**src/rtl/joy_pkg.sv**
```systemverilog
// Shared definitions for the Amiga joystick conditioning path.
package joy_pkg;

  localparam int unsigned JOY_FIRE2 = 5;
  localparam int unsigned JOY_FIRE  = 4;
  localparam int unsigned JOY_UP    = 3;
  localparam int unsigned JOY_DOWN  = 2;
  localparam int unsigned JOY_LEFT  = 1;
  localparam int unsigned JOY_RIGHT = 0;

  localparam int unsigned JOY_W = 8;
  localparam int unsigned SW_W  = 6;

  localparam logic [JOY_W-1:0] JOY_IDLE = 8'hFF;

  typedef enum logic [1:0] {
    AF_IDLE = 2'd0,
    AF_ON   = 2'd1,
    AF_OFF  = 2'd2
  } af_state_e;

endpackage

```
**src/rtl/joy_debounce_bit.sv**
```systemverilog
// Single-switch debouncer: the output flips only after the sample has differed
// from it for DEBOUNCE_CYCLES consecutive cycles.
module joy_debounce_bit #(
  parameter int unsigned DEBOUNCE_CYCLES = 65536
) (
  input  logic clk,
  input  logic rst,
  input  logic s,
  output logic d
);

  localparam int unsigned CW = $clog2(DEBOUNCE_CYCLES);
  localparam logic [CW-1:0] CNT_MAX = CW'(DEBOUNCE_CYCLES - 1);

  logic [CW-1:0] cnt_q, cnt_d;
  logic          d_q, d_d;

  // Any cycle where the sample agrees with the output restarts the count.
  always_comb begin
    cnt_d = '0;
    d_d   = d_q;
    if (s != d_q) begin
      if (cnt_q == CNT_MAX) begin
        d_d = s;
      end else begin
        cnt_d = cnt_q + CW'(1);
      end
    end
  end

  always_ff @(posedge clk) begin
    if (rst) begin
      cnt_q <= '0;
      d_q   <= 1'b1;
    end else begin
      cnt_q <= cnt_d;
      d_q   <= d_d;
    end
  end

  assign d = d_q;

endmodule

```
**src/rtl/joy_conditioner.sv**
```systemverilog
// Debounces both raw joystick words, adds per-port autofire on the primary fire
// button and pulses chg whenever a conditioned word changes.
module joy_conditioner
  import joy_pkg::*;
#(
  parameter int unsigned DEBOUNCE_CYCLES = 65536,
  parameter int unsigned AUTOFIRE_HALF   = 700000
) (
  input  logic             clk,
  input  logic             rst,
  input  logic             src_ready,
  input  logic [JOY_W-1:0] joya_in,
  input  logic [JOY_W-1:0] joyb_in,
  input  logic [1:0]       af_en,
  output logic [JOY_W-1:0] joya_out,
  output logic [JOY_W-1:0] joyb_out,
  output logic             chg
);

  localparam int unsigned HW = $clog2(AUTOFIRE_HALF);
  localparam logic [HW-1:0] HC_MAX = HW'(AUTOFIRE_HALF - 1);

  logic [1:0][SW_W-1:0]  s_q;
  logic [1:0][SW_W-1:0]  deb;
  logic [1:0]            af_fire;
  logic [1:0][JOY_W-1:0] out_d, out_q;
  logic                  chg_d, chg_q;

  // Bits [7:6] are constant on the output, so the raw copies are dropped.
  logic unused_hi;
  assign unused_hi = ^{joya_in[7:6], joyb_in[7:6]};

  for (genvar p = 0; p < 2; p++) begin : g_port
    for (genvar b = 0; b < int'(SW_W); b++) begin : g_bit
      joy_debounce_bit #(
        .DEBOUNCE_CYCLES(DEBOUNCE_CYCLES)
      ) u_deb (
        .clk (clk),
        .rst (rst),
        .s   (s_q[p][b]),
        .d   (deb[p][b])
      );
    end

    af_state_e     st_q, st_d;
    logic [HW-1:0] hc_q, hc_d;
    logic          d4;
    logic          fire_c;

    assign d4 = deb[p][JOY_FIRE];

    // Autofire FSM; a release or disable drops straight back to the debounced level.
    always_comb begin
      st_d   = st_q;
      hc_d   = hc_q;
      fire_c = d4;
      unique case (st_q)
        AF_IDLE: begin
          if (af_en[p] && !d4) begin
            st_d = AF_ON;
            // The idle cycle already drives the first low of the phase.
            hc_d = HW'(1);
          end
        end
        AF_ON: begin
          fire_c = 1'b0;
          if (hc_q == HC_MAX) begin
            st_d = AF_OFF;
            hc_d = '0;
          end else begin
            hc_d = hc_q + HW'(1);
          end
        end
        AF_OFF: begin
          fire_c = 1'b1;
          if (hc_q == HC_MAX) begin
            st_d = AF_ON;
            hc_d = '0;
          end else begin
            hc_d = hc_q + HW'(1);
          end
        end
        default: begin
          st_d = AF_IDLE;
          hc_d = '0;
        end
      endcase
      if ((st_q != AF_IDLE) && (d4 || !af_en[p])) begin
        st_d   = AF_IDLE;
        hc_d   = '0;
        fire_c = d4;
      end
    end

    always_ff @(posedge clk) begin
      if (rst) begin
        st_q <= AF_IDLE;
        hc_q <= '0;
      end else begin
        st_q <= st_d;
        hc_q <= hc_d;
      end
    end

    assign af_fire[p] = fire_c;
  end

  always_comb begin
    out_d = '0;
    for (int p = 0; p < 2; p++) begin
      out_d[p] = {2'b11, deb[p][JOY_FIRE2], af_fire[p], deb[p][JOY_UP:JOY_RIGHT]};
    end
    chg_d = (out_d != out_q);
  end

  always_ff @(posedge clk) begin
    if (rst) begin
      s_q   <= {2{JOY_IDLE[SW_W-1:0]}};
      out_q <= {2{JOY_IDLE}};
      chg_q <= 1'b0;
    end else begin
      s_q[0] <= src_ready ? joya_in[SW_W-1:0] : JOY_IDLE[SW_W-1:0];
      s_q[1] <= src_ready ? joyb_in[SW_W-1:0] : JOY_IDLE[SW_W-1:0];
      out_q  <= out_d;
      chg_q  <= chg_d;
    end
  end

  assign joya_out = out_q[0];
  assign joyb_out = out_q[1];
  assign chg      = chg_q;

endmodule

```
**config.mk**
```make
export PLATFORM = sky130hd
export DESIGN_NAME = joy_conditioner
export DESIGN_NICKNAME = d
export VERILOG_FILES = /design/src/rtl/joy_pkg.sv /design/src/rtl/joy_debounce_bit.sv /design/src/rtl/joy_conditioner.sv
export SDC_FILE = /design/constraint.sdc
export NUM_CORES = 1
export LEC_CHECK = 0
export ABC_AREA = 1
export CAP_MARGIN = 15
export CORE_UTILIZATION = 56
export DETAILED_ROUTE_END_ITERATION = 10
export PLACE_DENSITY = 0.76
export SLEW_MARGIN = 20
export SYNTH_ARGS = -nofsm -noshare
export SYNTH_HDL_FRONTEND = slang
export SYNTH_SLANG_ARGS = --single-unit
```
**constraint.sdc**
```tcl
create_clock -name clk -period 1.7 [get_ports clk]
set_input_delay 0.255 -clock clk [delete_from_list [all_inputs] [get_ports clk]]
set_output_delay 0.255 -clock clk [all_outputs]
set_load 0.02 [all_outputs]
```
==> key figures <==
Drt
  • Routed vias: 11100
  • Vias per cell: 4.99
  • DRC viols: 0
  • Antenna Nets Post-Route: 0
  • DRT Pass-1 Iters: 6
  • DR WL/cell: 11.5 um
  • Starting DRC count in detailed routing: 512
  • Routed wire length: 25600 um

Place
  • Area after DPL: 13900 um^2
  • Dpl cells: 2162
  • IO buf count: 29
  • Setup WS pre-CTS: -0.110 ns
  • DP Wirelength: 18000 um
  • Final GP Congestion: 0.876

CTS
  • CTS H-Tree Depth: 1
  • CTS Buf Count: 28
  • CTS tree: done
  • Clock latency on the worst-skew pair: 0.53 ns
  • Clk sink count: 273
  • Max Buffers Root-to-Sink: 3
  • Reg clk slew, reported paths: 0.06 ns
  • Clk root buf: clkbuf_16

Status
  • Status: finished, final reports clean

Floorplanning
  • Starting density of the core: 57.2%
  • Cell Rows: 55
  • Die width: 154 um
  • Ports: 38
  • Die area: 23800 um^2
  • Vert. Die Dim: 154 um
  • Placeable core region: 22700 um^2

Global route
  • GRT overflow: 0
  • All-Layer GR Usage: 21.4%
  • Vias in the first global route: 10300
  • First-pass GRT wire length: 43700 um
  • Initial antenna violation count: 0
  • Largest net degree at the start of global routing: 17

Setup path
  • Worst path top cell family by delay: simple AND/OR/NAND/NOR gates
  • Buf/Inv on CP: 0
  • Required @ worst endpoint: 2.12 ns
  • Worst setup EP type: flop
  • CP Launch Type: flop
  • CP max stage delay: 0.36 ns
  • Arr. time, crit path: 2.01 ns
  • Crit path max fanout: 6
  • Crit-path cells: ha_1 > nand2_1 > nor2_4 > nand3_2 > nor2_4 > nand2_2 > nand2_2 > nor2_1
  • Critical-path top delay cell: dfxtp_1
  • Crit path kind: flop to flop

STA
  • Fin crit period: 1.60 ns
  • Tcrit/Tclk final: 93.9%
  • Final setup fails: 0
  • Slew Viols, Final: 0
  • TNS Setup: 0 ns
  • Clock skew: 0.00744 ns
  • Hold_ws: 0.256 ns
  • Fin worst setup slack: 0.104 ns
  • F_max: 0.626 GHz
  • Hold Vio Cnt, Final: 0

Logic synthesis
  • Post-synth cell types: 48
  • Post-Synthesis Cells: 1808
  • Yosys Warn Count: 0
  • Asr flop ratio synth: 0%
  • Post-synth top area share: 42.1%
  • Post-synth top flop: dfxtp_1
  • Sequential area share after synthesis: 42.1%
  • Synth area leader: dfxtp_1
  • Most numerous cell in the Yosys netlist: nand2_1
  • Synth Area per Inst: 7.18 um^2
  • Post-synth top cells: nand2_1, nor2_1, dfxtp_1, inv_1, nand3_1
  • Largest cells by area after synthesis: dfxtp_1, nand2_1, nor2_1
  • Yosys reg bits: 273
  • Number of synthesized flops with an enable pin: 0
  • Netlist Area Pre-Place: 13000 um^2

Pwr
  • Flop pwr share: 49.0%
  • Final Power: 13.1 mW
  • P per Cell Area: 866 nW/um^2
  • Lkg Pwr: 6.20 nW
  • Pint: 10.5 mW
  • Clock power share: 49.2%
  • Peak supply drop: 705 uV
  • Sw frac: 19.7%
  • Net Sw Power: 2.58 mW
  • Combinational fraction of design power: 1.8%

Layout
  • Final nets: 1961
  • Layout cells sized above 1: 12.3%
  • Antenna cells: 0
  • Fin area: 15100 um^2
  • Non-Filler Instances: 2218
  • Layout Area Growth over Synthesis: 16.7%
  • Final core occ: 66.7%

Flow run
  • Max-capacitance violation count: 0

Min path
  • Hold crit path type: input pin to flop
==> logic make-up after synthesis <==
kind of cell / count (synthesis) / share of synthesized area (%)
compound gates: 120 / 5.07
flops: 273 / 42.1
fa+ha+maj: 26 / 2.51
simple gates: 1018 / 35.1
buf+inv: 272 / 8.62
other cells: 1 / 0.0289
xor+xnor: 98 / 6.61
==> final timing paths <==
path	end	slack [ns]	cells past startpoint	start
worst max register to register	g_port[0].g_bit[5].u_deb.cnt_q[3]	0.10	8	g_port[0].g_bit[5].u_deb.cnt_q[0]
worst min register to register	g_port[1].g_bit[2].u_deb.cnt_q[0]	0.42	1	g_port[1].g_bit[2].u_deb.cnt_q[0]
worst max-delay path	g_port[0].g_bit[5].u_deb.cnt_q[3]	0.10	8	g_port[0].g_bit[5].u_deb.cnt_q[0]
worst min-delay path	s_q[1]	0.26	3	joya_in[1]
==> worst register-to-register path, stage by stage (launching register included) <==
cell and delay (ns):
dfxtp_1 0.36, ha_1 0.18, nand2_1 0.13, nor2_4 0.16, nand3_2 0.15, nor2_4 0.18
nand2_2 0.11, nand2_2 0.16, nor2_1 0.06
==> area by class of cell <==
| type | instances | area, um^2 |
|---|---|---|
| Clock buffer | 46 | 900 |
| Clock inverter | 3 | 90.1 |
| Fill cell | 1879 | 7560 |
| Inverter | 249 | 940 |
| Multi-Input combinational cell | 1268 | 6590 |
| Sequential cell | 273 | 5470 |
| Tap cell | 285 | 357 |
| Timing Repair Buffer | 93 | 792 |
| Timing Repair inverter | 1 | 5.00 |
==> placed cells by master, fill, tap and decap left out, types with 8 or more instances in the layout <==
master,n
nand2_1,396
nor2_1,295
dfxtp_1,271
inv_1,241
nand3_1,119
a21oi_1,68
buf_4,61
xor2_1,59
nor3_1,46
xnor2_1,39
nand4_1,30
nand2_2,29
clkbuf_16,29
o21ai_0,27
ha_1,23
nor2_2,22
clkdlybuf4s50_1,16
nor2_4,14
nand3_2,14
or2_2,13
dlygate4sd2_1,13
clkbuf_8,11
nand2_4,10
nor3b_1,8
==> state kept, by name, summed over array words and instances, names as in the netlist <==
register	cells
g_port.st_q	4
s_q	12
joyb_out	6
g_port.hc_q	40
g_port.g_bit.u_deb.cnt_q	192
joya_out	6
g_port.g_bit.u_deb.d	12
chg	1
==> power groups by stage <==
| stage | logic (mW) | registers (mW) | clock network (mW) |
|---|---|---|---|
| floorplan | 0.126 | 6.57 | 0 |
| global placement | 0.219 | 6.57 | 0 |
| detailed placement | 0.223 | 6.57 | 0 |
| CTS | 0.224 | 6.43 | 6.55 |
| global route | 0.255 | 6.43 | 6.84 |
| finish | 0.232 | 6.43 | 6.46 |
==> layer usage <==
metal  GRT usage [%]  part of all wire, %
met1            26.9                   47
met2            38.2                   47
met3            2.58                  3.7
met4            6.90                  2.3
met5               0                    0
==> repair_timing <==
item | in CTS | in global routing
gates cloned | 0 | 3
pin swaps | 0 | 12
setup buffers | 0 | 4
hold buffers | 0 | 0
setup endpoints to repair | 13 | 162
gates resized for setup | 13 | 46
No activity file was read; power rests on OpenSTA's default activity.
